`config.mk`:
```
export PLATFORM = sky130hd
export DESIGN_NAME = pc_gen_unit
export DESIGN_NICKNAME = d
export VERILOG_FILES = /design/src/rtl/pc_gen_unit_pkg.sv /design/src/rtl/pc_gen_unit_btb_dm.sv /design/src/rtl/pc_gen_unit.sv
export SDC_FILE = /design/constraint.sdc
export NUM_CORES = 1
export LEC_CHECK = 0
export BUFFER_PORTS_ARGS = -buffer_cell sky130_fd_sc_hd__buf_4
export CELL_PAD_IN_SITES_DETAIL_PLACEMENT = 2
export CELL_PAD_IN_SITES_GLOBAL_PLACEMENT = 2
export CORE_ASPECT_RATIO = 1.5
export CORE_MARGIN = 2
export CORE_UTILIZATION = 27
export CTS_BUF_LIST = sky130_fd_sc_hd__clkbuf_8
export CTS_CLUSTER_DIAMETER = 40
export DETAILED_ROUTE_END_ITERATION = 8
export GPL_ROUTABILITY_DRIVEN = 0
export MAX_ROUTING_LAYER = met4
export PLACE_DENSITY = 0.77
export SLEW_MARGIN = 20
export SYNTH_ARGS = -nofsm -noshare
export SYNTH_HDL_FRONTEND = slang
export SYNTH_HIERARCHICAL = 1
export SYNTH_SLANG_ARGS = --single-unit
```
`constraint.sdc`:
```
create_clock -name clk -period 6.2 [get_ports clk]
set_input_delay 0.93 -clock clk [delete_from_list [all_inputs] [get_ports clk]]
set_output_delay 0.93 -clock clk [all_outputs]
set_load 0.02 [all_outputs]
```
`src/rtl/pc_gen_unit_pkg.sv`:
```
// Shared definitions for the fetch-stage PC generator: next-PC opcode
// encodings, default reset/exception vectors and the branch-offset helper.
package pc_gen_unit_pkg;

  // Next-PC selection resolved by the ID stage
  typedef enum logic [1:0] {
    NPC_PLUS4  = 2'd0,
    NPC_BRANCH = 2'd1,
    NPC_JUMP   = 2'd2,
    NPC_JR     = 2'd3
  } npc_op_e;

  localparam logic [31:0] DEF_RESET_VEC = 32'h0000_3000;
  localparam logic [31:0] DEF_EXC_VEC   = 32'h0000_4180;

  // Sign-extend a 16-bit branch immediate and scale it to a byte offset
  function automatic logic signed [31:0] br_offset(input logic [15:0] imm16);
    br_offset = signed'({{14{imm16[15]}}, imm16, 2'b00});
  endfunction

endpackage

```
`src/rtl/pc_gen_unit_btb_dm.sv`:
```
// Direct-mapped branch target buffer: one combinational lookup port and one
// write/invalidate port. Valid bits are reset; tag and target storage are not.
// A write and a lookup at the same index in one cycle see the old contents.
module btb_dm
  import pc_gen_unit_pkg::*;
#(
  parameter int AW    = 32,
  parameter int DEPTH = 16
) (
  input  logic          clk,
  input  logic          rst_n,
  input  logic [AW-1:0] lk_pc,
  output logic          lk_hit,
  output logic [AW-1:0] lk_tgt,
  input  logic          wr_en,
  input  logic          clr_en,
  input  logic [AW-1:0] wr_pc,
  input  logic [AW-1:0] wr_tgt
);

  localparam int IB = $clog2(DEPTH);
  localparam int TW = AW - IB - 2;

  logic [DEPTH-1:0] valid_q;
  logic [TW-1:0]    tag_q [DEPTH];
  logic [AW-1:0]    tgt_q [DEPTH];

  logic [IB-1:0] lk_idx;
  logic [IB-1:0] wr_idx;
  logic [TW-1:0] lk_tag;
  logic [TW-1:0] wr_tag;
  logic          unused_lsb;

  assign lk_idx     = lk_pc[IB+1:2];
  assign lk_tag     = lk_pc[AW-1:IB+2];
  assign wr_idx     = wr_pc[IB+1:2];
  assign wr_tag     = wr_pc[AW-1:IB+2];
  // Word-aligned indexing ignores the byte-offset bits
  assign unused_lsb = ^{lk_pc[1:0], wr_pc[1:0]};

  assign lk_hit = valid_q[lk_idx] & (tag_q[lk_idx] == lk_tag);
  assign lk_tgt = tgt_q[lk_idx];

  // Valid bits: invalidate has priority, write sets the entry live
  always_ff @(posedge clk or negedge rst_n) begin
    if (!rst_n) begin
      valid_q <= '0;
    end else if (clr_en) begin
      valid_q[wr_idx] <= 1'b0;
    end else if (wr_en) begin
      valid_q[wr_idx] <= 1'b1;
    end
  end

  // Tag/target payload: no reset needed, qualified by the valid bit
  always_ff @(posedge clk) begin
    if (wr_en) begin
      tag_q[wr_idx] <= wr_tag;
      tgt_q[wr_idx] <= wr_tgt;
    end
  end

endmodule

```
`src/rtl/pc_gen_unit.sv`:
```
// Fetch-stage PC generator for the 5-stage MIPS pipeline. Owns the PC
// register, resolves the ID-stage next PC, detects mispredicts and applies
// exception / mispredict / stall / predicted-fetch priority.
// Optional feature: define PC_BTB_EN to add a direct-mapped BTB (btb_dm) that
// predicts taken control flow at fetch; without it every taken transfer
// redirects and fetch always predicts PC+4.
module pc_gen_unit
  import pc_gen_unit_pkg::*;
#(
  parameter int          AW        = 32,
  parameter logic [31:0] RESET_VEC = DEF_RESET_VEC,
  parameter logic [31:0] EXC_VEC   = DEF_EXC_VEC,
  parameter int          BTB_DEPTH = 16
) (
  input  logic          clk,
  input  logic          rst_n,
  input  logic          stall_i,
  input  logic          exc_i,
  input  logic          id_valid_i,
  input  logic [AW-1:0] id_pc_i,
  input  logic [1:0]    id_npc_op_i,
  input  logic [25:0]   id_imm_i,
  input  logic [AW-1:0] id_jr_addr_i,
  input  logic          id_pred_taken_i,
  input  logic [AW-1:0] id_pred_tgt_i,
  output logic [AW-1:0] pc_o,
  output logic [AW-1:0] pc_plus4_o,
  output logic          pred_taken_o,
  output logic [AW-1:0] pred_tgt_o,
  output logic          redirect_o,
  output logic          misalign_o
);

  // Elaboration-time parameter sanity
  if ((AW < 29) || (AW > 32)) begin : g_aw_chk
    $error("pc_gen_unit: AW must be in 29..32");
  end
  if ((BTB_DEPTH < 2) || ((BTB_DEPTH & (BTB_DEPTH - 1)) != 0)) begin : g_depth_chk
    $error("pc_gen_unit: BTB_DEPTH must be a power of two >= 2");
  end

  localparam logic [AW-1:0] PC_STEP = {{(AW-3){1'b0}}, 3'b100};

  logic [AW-1:0]        pc_q;
  logic [AW-1:0]        pc_d;
  logic [AW-1:0]        id_pc_plus4;
  logic [AW-1:0]        actual_npc;
  logic [AW-1:0]        expected_npc;
  logic signed [31:0]   br_off_w;
  logic [AW-1:0]        br_off;
  logic                 mispredict;

  assign pc_o       = pc_q;
  assign pc_plus4_o = pc_q + PC_STEP;
  assign misalign_o = |pc_q[1:0];

  assign id_pc_plus4 = id_pc_i + PC_STEP;
  assign br_off_w    = br_offset(id_imm_i[15:0]);
  assign br_off      = br_off_w[AW-1:0];

  // Resolve the true successor of the instruction sitting in ID
  always_comb begin
    actual_npc = id_pc_plus4;
    case (npc_op_e'(id_npc_op_i))
      NPC_BRANCH: actual_npc = id_pc_plus4 + br_off;
      NPC_JUMP:   actual_npc = {id_pc_plus4[AW-1:28], id_imm_i, 2'b00};
      NPC_JR:     actual_npc = id_jr_addr_i;
      default:    actual_npc = id_pc_plus4;
    endcase
  end

  // Compare against what fetch assumed when this instruction was fetched
  assign expected_npc = id_pred_taken_i ? id_pred_tgt_i : id_pc_plus4;
  assign mispredict   = id_valid_i & ~stall_i & (actual_npc != expected_npc);
  assign redirect_o   = exc_i | mispredict;

`ifdef PC_BTB_EN
  logic          btb_hit;
  logic [AW-1:0] btb_tgt;
  logic          btb_upd;
  logic          btb_wr;
  logic          btb_clr;

  // Train only on live, unstalled, non-excepting ID instructions
  assign btb_upd = id_valid_i & ~stall_i & ~exc_i;
  assign btb_wr  = btb_upd & (id_npc_op_i != NPC_PLUS4);
  assign btb_clr = btb_upd & (id_npc_op_i == NPC_PLUS4) & id_pred_taken_i;

  btb_dm #(
    .AW    (AW),
    .DEPTH (BTB_DEPTH)
  ) u_btb (
    .clk    (clk),
    .rst_n  (rst_n),
    .lk_pc  (pc_q),
    .lk_hit (btb_hit),
    .lk_tgt (btb_tgt),
    .wr_en  (btb_wr),
    .clr_en (btb_clr),
    .wr_pc  (id_pc_i),
    .wr_tgt (actual_npc)
  );

  assign pred_taken_o = btb_hit;
  assign pred_tgt_o   = btb_hit ? btb_tgt : pc_plus4_o;
`else
  assign pred_taken_o = 1'b0;
  assign pred_tgt_o   = pc_plus4_o;
`endif

  // Next-PC priority: exception, mispredict repair, stall hold, predicted fetch
  always_comb begin
    pc_d = pred_tgt_o;
    if (exc_i) begin
      pc_d = EXC_VEC[AW-1:0];
    end else if (mispredict) begin
      pc_d = actual_npc;
    end else if (stall_i) begin
      pc_d = pc_q;
    end
  end

  // PC register
  always_ff @(posedge clk or negedge rst_n) begin
    if (!rst_n) begin
      pc_q <= RESET_VEC[AW-1:0];
    end else begin
      pc_q <= pc_d;
    end
  end

endmodule
```
[Word level (Yosys, flattened, before mapping)]
Cells that the tools add are included.
Storage, ports and cells
  register bits after elaboration: 32
  bits of input ports: 130
  output and inout bits: 99
  word-level logic and storage cells: 19
Operators by class
  add/sub/neg operators: 3
  equality and inequality tests: 5
  muxes and demuxes: 5
  bitwise gates (word level): 4
  reduce and logical (&&, ||, !) cells: 1
Operator list (count)
  two-way mux 32 bit: 4
  case mux 32 bit (3 select lines): 1
  adder 32 x 3 -> 32 bit (second input constant): 2
  adder 32 bit: 1
  inequality test 32 bit: 1
  equality test 2 bit (second input constant): 2
  inequality test 3 x 1 -> 1 bit (second input constant): 1
  AND 1 bit: 2
  equality test 2 x 1 -> 1 bit (second input constant): 1
  OR reduction 2 bit: 1
  NOT 1 bit: 1
  OR 1 bit: 1

[Longest topological paths before layout]
  word-level depth: 7
  gate-level depth with buffers: 23
  mapped depth without buffers: 20

[Least setup slack after synthesis]
Ideal clock, no wire load.
  kind: input port to output port
  from: input id_pc_i[2]
  to: output redirect_o
  arrival: 5245 ps
  required time: 5270 ps
  slack: 25 ps
  cell stages on the path: 22
  path through: ha_1 > nand2_1 > nor4_1 > nand3_1 > xor2_1 > inv_1 > ha_1 > clkbuf_1 > nand2_1 > o31a_1 > o2111ai_1 > mux2i_1 > nor3b_1 > nand4_1 > nor4_2 > nand4b_1 > nor4_1 > o2111ai_1 > o21ai_2 > buf_6 > nor2_1 > or2_1
On the way
  longest elaborated chain between the ends: 6
  elaborated cells on any way between the ends: 7
  those cells by class: add/sub: 2; eq/ne: 1; mux: 2; bitwise: 2
Ends and longest elaborated chain
  from (decl): line pc_gen_unit.sv:20  | input logic [AW-1:0] id_pc_i,
  adder 32 x 3 -> 32 bit (*): line pc_gen_unit.sv:57  | assign id_pc_plus4 = id_pc_i + PC_STEP;
  adder 32 bit: line pc_gen_unit.sv:65  | NPC_BRANCH: actual_npc = id_pc_plus4 + br_off;
  case mux 32 bit (3 select lines): line pc_gen_unit.sv:64  | case (npc_op_e'(id_npc_op_i))
  inequality test 32 bit (*): line pc_gen_unit.sv:74  | assign mispredict = id_valid_i & ~stall_i & (actual_npc != expected_npc);
  AND 1 bit (*): line pc_gen_unit.sv:74
  OR 1 bit (*): line pc_gen_unit.sv:75  | assign redirect_o = exc_i | mispredict;
  to (decl): line pc_gen_unit.sv:30  | output logic redirect_o,
Mark *: on every way between the ends. The rest lies on a longest branch, timed or not.

[Worst setup path after layout]
  from: input id_pc_i[18]
  to: output redirect_o
Same word-level chain as after synthesis.

==> run_results.csv <==
group,metric,value,unit
sta,clock_skew,0.0111,ns
detailed_routing,dr.pass1.iters,7,
sta,grt_setup_unrepaired,"yes",
logic_synthesis,ys_ff_latch,32,
pwr,p_int,0.000930,W
setup_path,slowest_stage,"nor3b_4",
placed_design,dp_hpwl,39.4,mm
logic_synthesis,synth_top_area_share,0.0972,
final_layout,drive_gt1_frac,0.458,
setup_path,rrSetupSlack,2.26,ns
sta,finalSetupTns,-7.01,ns
setup_path,critPathCaptureType,"output port",
detailed_routing,wl_per_cell,33.2,um
floorplanning,dieArea,0.0300,mm^2
floorplanning,start_util,0.275,
clock_network,htreeDepth,2,
detailed_routing,antenna_left,0,
global_routing,grt_pass1_vias,13200,
pwr,p_clk_frac,0.128,
pwr,p_leak,5.78,nW
sta,period_needed,7.15,ns
detailed_routing,routed_wirelength,62.4,mm
clock_network,clk_path_buf_depth,2,
setup_path,regToRegEndpoint,"pc_o[30]$_DFFE_PN0P_",
setup_path,cpLargestDelayFamily,"simple AND/OR/NAND/NOR gates",
run_status,status,"complete, but fails checks",
global_routing,top_usage_layer,"met2",
placed_design,dp.cells,1828,
logic_synthesis,synth_cell_type_count,95,
detailed_routing,num_vias,12200,
final_layout,utilization,0.455,
detailed_routing,via_per_inst,6.47,
setup_path,worstPathMaxFanout,4,
sta,tightest_slew,1.08,ns
setup_path,slowest_delay,0.41,ns
pwr,combinationalPowerShare,0.733,
sta,report.final.hold_viol_count,0,
setup_path,critical_path_required,5.27,ns
detailed_routing,drt-initial-drc-count,858,
setup_path,cp_num_buf_inv,7,
run,drv_cap,0,
logic_synthesis,async_reset_ff_frac,1.00,
pwr,switching_power,0.000897,W
setup_path,reg2regPathDepth,13,
clock_network,worst_skew_pair.late_latency,0.31,ns
logic_synthesis,synth_area_leaders,"dfrtp_1 9.7%, ha_1 6.0%, nand2_1 5.8%, xnor2_1 5.6%, mux2i_1 4.5%",
pwr,netSwitchingFraction,0.491,
sta,fin_crit_sh,1.15,
clock_network,root_buffer,"clkbuf_8",
final_layout,largest_register_ffs,32,
pwr,powerDensity,143,mW/mm^2
global_routing,grt_max_degree,47,
logic_synthesis,syn_inst,1076,
global_routing,grt_pass1_wl,82.1,mm
setup_path,critical_path_class,"primary input to output port",
sta,relSlewSlack,0.280,
logic_synthesis,syn_area,0.00772,mm^2
global_routing,grt_antenna_before_repair,2,
logic_synthesis,yosys.area.top_type,"dfrtp_1",
logic_synthesis,synth_nets,1244,
global_routing,grt-ovfl-total,0,
floorplanning,ios,229,
global_routing,grt_use_met2,0.653,
final_layout,n_fill_cell,3068,
clock_network,clk_pin_slew,0.07,ns
floorplanning,fp.dieW,142,um
final_layout,fin_cells,1878,
sta,maxSlewViolCount,0,
pwr,p_seq_frac,0.139,
setup_path,arrival,6.22,ns
placed_design,numPortBuffers,227,
setup_path,r2r-start,"pc_o[3]$_DFFE_PN0P_",
logic_synthesis,yosysSeqAreaShare,0.104,
pwr,peakVddDrop,0.0556,mV
global_routing,grt_usage,0.372,
clock_network,cts_sinks,32,
min_path,min_path_type,"primary input to asynchronous set/reset pin",
global_routing,grt_use_met3,0.0444,
sta,max_freq,140,MHz
floorplanning,core-area,0.0281,mm^2
final_layout,nets,1696,
floorplanning,die_h,211,um
final_layout,syn_to_final_growth,65.2,%
logic_synthesis,synth_edf_count,0,
setup_path,crit_path_frequent_cell,"buf_6",
sta,fin_ws,-0.948,ns
logic_synthesis,synthFlopType,"dfrtp_1",
setup_path,critical_path.startpoint_type,"primary input",
clock_network,cts_inserted_buffers,5,
clock_network,cts_tree,"yes",
run_status,violations,"negative setup slack",
logic_synthesis,syn_area_per_cell,7.17,um^2
global_routing,use_met1,0.370,
logic_synthesis,yosys_warnings,6,
sta,setup_viol,33,
detailed_routing,drc,0,
floorplanning,fp-row-count,75,
power groups by stage:
stage	clock (W)	sequential, W	combinational (W)
after global placement	0	0.000254	0.00103
after global routing	0.000240	0.000257	0.00137
final	0.000234	0.000254	0.00134
after floorplan	0	0.000266	0.000520
after detailed placement	0	0.000256	0.00109
after CTS	0.000235	0.000252	0.00115
repair_timing:
action | CTS | global route
cloned | 1 | 0
hold endpoints to repair | 0 | 0
setup buffers | 21 | 23
gates resized for setup | 95 | 80
endpoints found under the setup margin | 27 | 11
hold buffers | 0 | 0
pin swaps | 39 | 52
logic make-up (layout without fill, tap and decap cells):
| group | after synthesis | count (layout) | synth area share |
|---|---|---|---|
| other | 1 | 4 | 0.000486 |
| and+or+nand+nor | 438 | 439 | 0.294 |
| AOI/OAI and AO/OA | 299 | 299 | 0.272 |
| xor gates and xnor gates | 90 | 90 | 0.107 |
| muxes | 50 | 50 | 0.0760 |
| adders and majority gates | 38 | 38 | 0.0626 |
| buffers and inverters | 128 | 580 | 0.0840 |
| DFF | 32 | 32 | 0.104 |
worst reg2reg max path: stages (launching register included):
cell	delay [ns]
dfrtp_1	0.46
ha_1	0.33
and3_1	0.28
and3_1	0.28
and3_1	0.32
nand2_1	0.14
nor2_1	0.30
nand2_1	0.32
nor2_1	0.31
and3_1	0.32
nand3_1	0.13
xnor2_1	0.31
nand2_1	0.11
a311oi_1	0.27
cell usage after synthesis (all sizes together), types with 7 or more instances:
library cell,n
a211oi,13
a21o,12
a21oi,63
a311oi,12
a31oi,23
and2,19
and3,18
buf,53
clkbuf,43
dfrtp,30
ha,37
inv,30
mux2,9
mux2i,35
nand2,120
nand3,56
nand4,23
nor2,86
nor2b,10
nor3,29
nor4,18
o2111ai,11
o211ai,13
o21a,12
o21ai,51
o22ai,8
o31a,7
or2,11
or3,11
or4,7
xnor2,49
xor2,39
cells in the final DEF (no fill, tap or decap), types with 8 or more instances in the layout:
master,count
nand4_1,21
mux2_2,8
nor2b_1,10
o21ai_1,8
o2111ai_1,8
a21oi_1,51
o211ai_1,13
a211oi_1,8
buf_4,516
o21a_1,12
mux2i_1,32
ha_1,22
nor3_1,27
nor2_1,82
or2_2,9
or3_1,11
a21oi_2,10
a21o_1,12
a31oi_1,22
dfrtp_1,30
buf_6,21
and2_1,17
xor2_1,31
ha_4,13
nand3_1,49
inv_1,26
xnor2_2,8
nand2_1,115
nor4_1,8
o21ai_0,38
and3_1,18
xnor2_1,39
worst max-delay path by stage:
stage | slack [ns] | end | cells past startpoint | start
after floorplan | 0.02 | redirect_o | 22 | id_pc_i[2]
after global placement | -1.03 | redirect_o | 24 | id_pc_i[7]
after detailed placement | -1.02 | redirect_o | 25 | id_pc_i[18]
after CTS | -0.31 | redirect_o | 24 | id_pc_i[3]
after global routing | -1.02 | redirect_o | 25 | id_pc_i[18]
final | -0.95 | redirect_o | 25 | id_pc_i[18]
layer usage:
metal,part of all wire,vias to the layer above
met2,0.48,819
met4,0.11,0
met1,0.34,5985
met5,0,-
met3,0.068,457
li1,-,4889
per-stage QoR:
| step | power [W] | setup WS [ns] | hold WS (ns) | area [um^2] |
|---|---|---|---|---|
| after floorplan | 0.000786 | 0.0246 | 0.634 | 7720 |
| after global placement | 0.00128 | -1.03 | 0.542 | 11400 |
| after detailed placement | 0.00134 | -1.02 | 0.561 | 11400 |
| after CTS | 0.00164 | -0.312 | 0.579 | 12200 |
| after global routing | 0.00187 | -1.02 | 0.603 | 12800 |
| final | 0.00183 | -0.948 | 0.572 | 12800 |
final cells by class:
cell class	instances	area, um^2	area share
multi-input cells	917	7100	0.557
repair buffers	540	4170	0.327
flip-flops and latches	32	803	0.0630
well taps	346	433	0.0339
inverters	32	120	0.00942
clock buffers	7	96.3	0.00755
clock inverters	1	30.0	0.00235
diodes	3	7.51	0.000589
(Power assumes the default switching activity.)
